**config.mk**
```make
export PLATFORM = sky130hd
export DESIGN_NAME = arb_merge2
export DESIGN_NICKNAME = d
export VERILOG_FILES = /design/src/rtl/async_pkg.sv /design/src/rtl/arb2_pick.sv /design/src/rtl/arb_merge2.sv
export SDC_FILE = /design/constraint.sdc
export NUM_CORES = 1
export LEC_CHECK = 0
export BUFFER_PORTS_ARGS = -buffer_cell sky130_fd_sc_hd__buf_2
export CORE_AREA = 2 2 39 41
export CTS_BUF_LIST = sky130_fd_sc_hd__clkbuf_2
export CTS_CLUSTER_SIZE = 8
export DETAILED_ROUTE_END_ITERATION = 10
export DIE_AREA = 0 0 41 43
export PLACE_DENSITY = 0.52
export SKIP_LAST_GASP = 1
export SLEW_MARGIN = 20
export SYNTH_ARGS = -nofsm -noshare
export SYNTH_HDL_FRONTEND = slang
export SYNTH_SLANG_ARGS = --single-unit
```
**constraint.sdc**
```tcl
create_clock -name clk -period 2.02 [get_ports clk]
set_input_delay 0.101 -clock clk [delete_from_list [all_inputs] [get_ports clk]]
set_output_delay 0.101 -clock clk [all_outputs]
set_load 0.02 [all_outputs]
```
**src/rtl/async_pkg.sv**
```systemverilog
// ---------------------------------------------------------------------------
// async_pkg: shared types for the four-phase bundled-data handshake library.
// Rev 1.0
// ---------------------------------------------------------------------------
`default_nettype none

package async_pkg;

  typedef enum logic [1:0] {
    IDLE = 2'd0,
    SEND = 2'd1,
    RTZ  = 2'd2
  } state_t;

  localparam logic TAG_CH0 = 1'b0;
  localparam logic TAG_CH1 = 1'b1;

endpackage

`default_nettype wire

```
**src/rtl/arb2_pick.sv**
```systemverilog
// ---------------------------------------------------------------------------
// arb2_pick: combinational two-way winner select. Option: ARB_MERGE2_RR_EN.
// Rev 1.0
// ---------------------------------------------------------------------------
`default_nettype none

module arb2_pick
  import async_pkg::*;
(
  input  logic r0,
  input  logic r1,
  output logic win
`ifdef ARB_MERGE2_RR_EN
  ,
  input  logic last
`endif
);

  always_comb begin
    win = TAG_CH0;
    if (r0 && r1) begin
`ifdef ARB_MERGE2_RR_EN
      // Contention goes to whichever channel did not win the previous transfer.
      win = (last == TAG_CH0) ? TAG_CH1 : TAG_CH0;
`else
      win = TAG_CH0;
`endif
    end else if (r1) begin
      win = TAG_CH1;
    end
  end

endmodule

`default_nettype wire

```
**src/rtl/arb_merge2.sv**
```systemverilog
// ---------------------------------------------------------------------------
// arb_merge2: clocked 2-into-1 four-phase merge with source tag output.
// Option: ARB_MERGE2_RR_EN (round-robin contention; default fixed priority ch0).
// Rev 1.0
// ---------------------------------------------------------------------------
`default_nettype none

module arb_merge2
  import async_pkg::*;
#(
  parameter int unsigned N = 32'd1
) (
  input  logic         clk,
  input  logic         rst,
  input  logic         r0_i,
  output logic         a0_i,
  input  logic [N-1:0] d0_i,
  input  logic         r1_i,
  output logic         a1_i,
  input  logic [N-1:0] d1_i,
  output logic         r_o,
  input  logic         a_o,
  output logic [N-1:0] d_o,
  output logic         t_o
);

  state_t       state;
  state_t       state_nx;
  logic         win;
  logic         req_w;
  logic         r_nx;
  logic         a0_nx;
  logic         a1_nx;
  logic         t_nx;
  logic [N-1:0] d_nx;
`ifdef ARB_MERGE2_RR_EN
  logic         last;
  logic         last_nx;
`endif

  arb2_pick u_pick (
    .r0   (r0_i),
    .r1   (r1_i),
    .win  (win)
`ifdef ARB_MERGE2_RR_EN
    ,
    .last (last)
`endif
  );

  // t_o doubles as the registered winner for the rest of the transfer.
  assign req_w = (t_o == TAG_CH1) ? r1_i : r0_i;

  always_comb begin
    state_nx = state;
    r_nx     = r_o;
    a0_nx    = a0_i;
    a1_nx    = a1_i;
    d_nx     = d_o;
    t_nx     = t_o;
`ifdef ARB_MERGE2_RR_EN
    last_nx  = last;
`endif
    case (state)
      IDLE: begin
        if (r0_i || r1_i) begin
          d_nx     = (win == TAG_CH1) ? d1_i : d0_i;
          t_nx     = win;
          r_nx     = 1'b1;
          state_nx = SEND;
        end
      end
      SEND: begin
        if (a_o) begin
          r_nx     = 1'b0;
          a0_nx    = (t_o == TAG_CH0);
          a1_nx    = (t_o == TAG_CH1);
`ifdef ARB_MERGE2_RR_EN
          last_nx  = t_o;
`endif
          state_nx = RTZ;
        end
      end
      RTZ: begin
        if (!a_o && !req_w) begin
          a0_nx    = 1'b0;
          a1_nx    = 1'b0;
          state_nx = IDLE;
        end
      end
      default: state_nx = IDLE;
    endcase
  end

  always_ff @(posedge clk or negedge rst) begin
    if (!rst) begin
      state <= IDLE;
      r_o   <= 1'b0;
      a0_i  <= 1'b0;
      a1_i  <= 1'b0;
      d_o   <= '0;
      t_o   <= TAG_CH0;
`ifdef ARB_MERGE2_RR_EN
      last  <= TAG_CH1;
`endif
    end else begin
      state <= state_nx;
      r_o   <= r_nx;
      a0_i  <= a0_nx;
      a1_i  <= a1_nx;
      d_o   <= d_nx;
      t_o   <= t_nx;
`ifdef ARB_MERGE2_RR_EN
      last  <= last_nx;
`endif
    end
  end

endmodule

`default_nettype wire

```
==> results of run 1 <==
[synthesized netlist by cell type (all sizes together)]
master   n  area share [%]
a2bb2oi  1             2.4
o21ai    4             5.5
a211oi   2             4.1
buf      2             5.2
o21a     1             2.1
a31oi    4             6.9
nor3b    1             2.1
nor2     3             3.1
dfrtp    7              48
nand2    1             1.0
nor3     2             4.1
o311a    1             2.8
nor2b    2             3.4
inv      2             2.1
mux2     1             4.1
a21oi    2             2.8
[layout make-up]
type	instances	area share, %
Multi-Input combinational cell	25	35.9
Clock buffer	4	4.46
Sequential cell	7	39.0
Inverter	2	1.67
Timing Repair Buffer	12	14.5
Tap cell	16	4.46
[kinds of logic (layout without fill, tap and decap cells)]
kind of cell / Yosys count / count (layout)
simple gates: 9 / 9
flops: 7 / 7
compound gates: 15 / 15
mux: 1 / 1
buf+inv: 4 / 18
[state kept, by name, summed over array words and instances, names as in the netlist]
name   cells
t_o        1
d_o        1
a0_i       1
state      2
a1_i       1
r_o        1
[how the worst max path moves through the flow]
| stage | endpoint | slack (ns) | cells after the start |
|---|---|---|---|
| floorplan | a0_i | 0.87 | 3 |
| global placement | a1_i | 0.89 | 3 |
| detailed placement | a0_i | 0.89 | 3 |
| CTS | a0_i | 0.88 | 3 |
| global route | d_o | 0.76 | 3 |
| finish | a0_i | 0.88 | 3 |
[layout by cell type (no fill, tap or decap), drive strengths merged]
cell type	count
buf	11
dfrtp	7
a31oi	4
o21ai	4
clkbuf	4
nor2	3
inv	2
a211oi	2
nor2b	2
a21oi	2
nor3	2
mux2	1
nand2	1
o311a	1
a2bb2oi	1
nor3b	1
o21a	1
dlygate4sd3	1
[layer usage]
layer / vias up / track usage, % / wire [um]
li1: 162 / - / -
met1: 147 / 15.6 / 378
met2: 8 / 11.9 / 301
met3: 0 / 4.71 / 32
met4: 0 / 8.00 / 0
met5: - / 0 / 0
[tightest hold or removal path, cell delays in order]
cell	delay (ns)
buf_2	0.08
a31oi_1	0.06
o21ai_0	0.05
[report_power, final]
| group | switching [mW] | internal [mW] | total, mW |
|---|---|---|---|
| combinational | 0.173 | 0.142 | 0.316 |
| clock | 0.0457 | 0.0526 | 0.0983 |
| sequential | 0.0916 | 0.213 | 0.305 |
| total | 0.311 | 0.408 | 0.719 |
==> results.yml, run 1 <==
run_status:
  status: "finished clean"
critical_path:
  critPathKind: "register to register"
  cpPeakStageDelay_ns: 0.44
  critPathLaunchType: "register"
  startpoint: "t_o"
  crit_fanout: 5
  cp_cell_sequence: "mux2_4, nor3_2, a211oi_1"
  crit_slowest_cell: "dfrtp_1"
  critical_path_buf_inv_count: 0
  endpoint_kind: "register"
  r2r_cells: 3
  critPathArrivalTime_ns: 1.22
  path_delay_family: "flip-flops"
  cp.required_ns: 2.11
  rrSetupSlack_ns: 0.88
  r2r-end: "a0_i"
  r2r_start: "t_o"
yosys:
  synth_compound_area_share_pct: 26.6
  synth_top_family_by_area: "compound AO/OA/AOI/OAI gates"
  synthMuxAreaShare_pct: 4.14
  yosysWarnings: 0
  synth_fa_ha_area_share_pct: 0
  synth.distinct_cells: 18
  yosys.area_share.xor_xnor_pct: 0
  syn_inst: 36
  ys_ff_latch: 7
  ys_seq_area_share_pct: 48.3
  syn_area_per_cell_um2: 10.1
  synth_fp_nets: 43
  synth-simple-area-share_pct: 13.8
  synthesis.area_um2: 363
placed_design:
  place_ws_ns: 0.894
  routabilityCongestion: 0.665
  dpl-instance-area_um2: 419
  port_buffers: 11
  dp.cells: 61
timing:
  setup_viol: 0
  post-route-period-util_pct: 56.2
  timing.hold.ws_ns: 0.113
  finalHoldViolCount: 0
  fmax_mhz: 880
  drv_slew: 0
  relSlewSlack_pct: 79.9
  fin_worst_skew_ns: 0.000377
  min_period_ns: 1.14
  layout_setup_ws_ns: 0.884
  finalSetupTns_ns: 0
  rsz0062_at_grt: "no"
  tightest_slew_ns: 0.301
clocking:
  h-tree-depth: 1
  cts_setup_buffers: 0
  cts_buffer_depth: 2
  clk_latency_ns: 0.22
  clockRootBuffer: "clkbuf_2"
  cts_tree: "yes"
  ctsResizeCount: 0
  cts_inserted_buffers: 3
  hold_buffers: 1
  clk_pin_slew_ns: 0.07
  cts_sinks: 7
layout:
  multi_input_area_um2: 161
  fillCellCount: 146
  final_area_um2: 449
  diodes: 0
  num-nets-final: 58
  syn_to_final_growth_pct: 23.8
  fin_util_pct: 32.5
  drive_above_1_share_pct: 34.0
  regArea_um2: 175
  final_cells: 66
worst_hold_path:
  whs_path_depth: 3
  worstHoldStart: "d0_i"
  hold_end: "d_o"
  min_path_type: "input pin to register"
grt:
  grt_use_total_pct: 10.8
  antenna_found_initial: 0
  grt_max_degree: 12
  grt_pass1_wl_mm: 1.21
  grt_overflow: 0
  grt_pass1_vias: 274
job:
  maxCapViolCount: 0
power:
  leakagePower_nw: 0.205
  totalPowerFinal_mw: 0.719
  irDropWorstVdd_mv: 0.443
  powerDensity_nw_per_um2: 1600
die:
  design.core.area_um2: 1380
  dieWidth_um: 41
  dieHeight_um: 43
  io_pins: 12
  num_rows: 14
  fp.dieArea_um2: 1760
  start_util_pct: 26.2
detailed_routing:
  wl_um: 712
  ant_nets: 0
  drtIter0Drc: 8
  first_pass_iters: 5
  vias: 317
  wl_per_cell_um: 10.8
  viasPerCell: 4.80
  drc: 0
Note: power is estimated with default switching activity, not from simulation.
==> run 2, diff against run 1 <==
--- a/config.mk
+++ b/config.mk
@@ -11,7 +11,7 @@
 export CTS_CLUSTER_SIZE = 8
 export DETAILED_ROUTE_END_ITERATION = 10
 export DIE_AREA = 0 0 41 43
-export PLACE_DENSITY = 0.52
+export PLACE_DENSITY = 0.54
 export SKIP_LAST_GASP = 1
 export SLEW_MARGIN = 20
 export SYNTH_ARGS = -nofsm -noshare
==> constraint.sdc (replaced) <==
create_clock -name clk -period 1 [get_ports clk]
set_input_delay 0.05 -clock clk [delete_from_list [all_inputs] [get_ports clk]]
set_output_delay 0.05 -clock clk [all_outputs]
set_load 0.02 [all_outputs]
==> results.yml, run 2 (synthesis results as in run 1) <==
critical_path:
  crit_fanout: 2
  endpoint_kind: "register"
  cp_cell_sequence: "mux2_4, nor3_4, a211oi_1"
  crit_slowest_cell: "dfrtp_2"
  rrSetupSlack_ns: -0.11
  cpPeakStageDelay_ns: 0.42
  critPathArrivalTime_ns: 1.22
  r2r-end: "a0_i"
  cp.required_ns: 1.11
  cp-endpoint: "a0_i"
  startpoint: "t_o"
  r2r_cells: 3
  r2r_start: "t_o"
  critPathKind: "register to register"
  critPathLaunchType: "register"
layout:
  largest_register_ffs: 2
  diodes: 0
  syn_to_final_growth_pct: 47.2
  drive_above_1_share_pct: 53.6
  top_register: "state"
  final_area_um2: 534
  num-nets-final: 64
  final_common_cell: "buf_2"
  final_cells: 72
  fin_util_pct: 38.6
  final_cell_mix: "buf_2, buf_4, a31oi_1, dfrtp_1"
timing:
  finalHoldViolCount: 0
  fmax_mhz: 904
  layout_setup_ws_ns: -0.107
  relSlewSlack_pct: 84.2
  rsz0062_at_grt: "yes"
  drv_slew: 0
  tightest_slew_ns: 0.237
  min_period_ns: 1.11
  setup_viol: 3
  post-route-period-util_pct: 111
  fin_worst_skew_ns: 0.0166
power:
  clockPowerShare_pct: 11.6
  seq_power_share_pct: 33.3
  powerDensity_nw_per_um2: 3410
  irDropWorstVdd_mv: 1.07
  leakagePower_nw: 0.239
  swShare_pct: 42.6
  power.switching_mw: 0.776
  pwr-share-comb_pct: 55.2
  totalPowerFinal_mw: 1.82
  intPower_mw: 1.05
detailed_routing:
  ant_nets: 0
  drc: 0
  wl_per_cell_um: 12.5
  wl_um: 897
  vias: 344
  drtIter0Drc: 1
  first_pass_iters: 3
  viasPerCell: 4.78
placed_design:
  dpl-instance-area_um2: 458
  routabilityCongestion: 0.690
  dpl.hpwl_um: 613
  place_ws_ns: -0.0695
  port_buffers: 11
  dp.cells: 66
clocking:
  cts_tree: "yes"
  clk_pin_slew_ns: 0.10
  cts_sinks: 7
  clk_latency_ns: 0.25
  cts_inserted_buffers: 3
  clockRootBuffer: "clkbuf_2"
  h-tree-depth: 1
  cts_buffer_depth: 2
grt:
  grt_overflow: 0
  grt_use_total_pct: 11.5
  antenna_found_initial: 0
  grt_max_degree: 8
  grt_pass1_vias: 297
  grt_pass1_wl_mm: 1.31
die:
  dieHeight_um: 43
  dieWidth_um: 41
  num_rows: 14
  start_util_pct: 26.2
  io_pins: 12
  fp.dieArea_um2: 1760
  design.core.area_um2: 1380
job:
  maxCapViolCount: 0
run_status:
  status: "complete, but fails checks"
  violations: "negative setup slack"
worst_hold_path:
  min_path_type: "input pin to register"
run 2: cell count changes in the layout (fill, tap and decap cells not counted), moves of 2 or more:
cell     before  now
buf_4         0    5
buf_6         0    2
dfrtp_1       7    4
dfrtp_2       0    3
nor2_1        3    1
o21ai_0       4    1
o21ai_1       0    2
run 2: repair_timing:
action / 4_1_cts / 5_1_grt
endpoints found under the setup margin: 7 / 8
setup buffers: 0 / 1
hold buffers: 1 / 0
hold endpoints to repair: 7 / 0
gates resized for setup: 5 / 8
run 2: power by group through the flow:
stage	clock network [mW]	logic [mW]	registers (mW)
2_1_floorplan	0	0.484	0.661
3_3_place_gp	0	0.815	0.577
3_5_place_dp	0	0.825	0.582
4_1_cts	0.215	0.876	0.596
5_1_grt	0.243	1.10	0.634
6_report	0.210	1.00	0.606
run 2: worst min path at each step:
stage	depth (start not counted)	from	slack (ns)	end
after floorplan	0	rst	-0.25	a0_i
after global placement	1	rst	-0.10	a0_i
after detailed placement	1	rst	-0.10	a1_i
after CTS	3	d0_i	0.02	d_o
after global routing	2	r0_i	0.04	t_o
final	3	d0_i	0.03	d_o
run 2: layout make-up:
| type | instances | area, um^2 |
|---|---|---|
| Clock inverter | 1 | 5.00 |
| Fill cell | 156 | 850 |
| Timing Repair Buffer | 18 | 120 |
| Sequential cell | 7 | 179 |
| Clock buffer | 3 | 15.0 |
| Inverter | 2 | 7.51 |
| Tap cell | 16 | 20.0 |
| Multi-Input combinational cell | 25 | 188 |
run 2: critical path, delay by kind of cell (launching register included):
kind / cells / cell delay (ns)
flip-flops: 1 / 0.42
multiplexers: 1 / 0.31
AND/OR/NAND/NOR: 1 / 0.13
AO/OA/AOI/OAI: 1 / 0.10
run 2: per-layer routing:
metal,part of all wire (%),vias to the layer above,global-route usage [%]
met3,5.5,2,7.85
met2,50,10,14.7
met1,42,158,15.0
met4,1.6,0,4.00
li1,-,174,-
met5,0,-,0
run 2: stage by stage:
stage          TNS [ns]  hold WS (ns)
3_3_place_gp     -0.160        -0.103
3_5_place_dp     -0.180        -0.104
5_1_grt          -0.524        0.0446
2_1_floorplan    -0.288        -0.246
4_1_cts          -0.251        0.0196
6_report         -0.265        0.0308
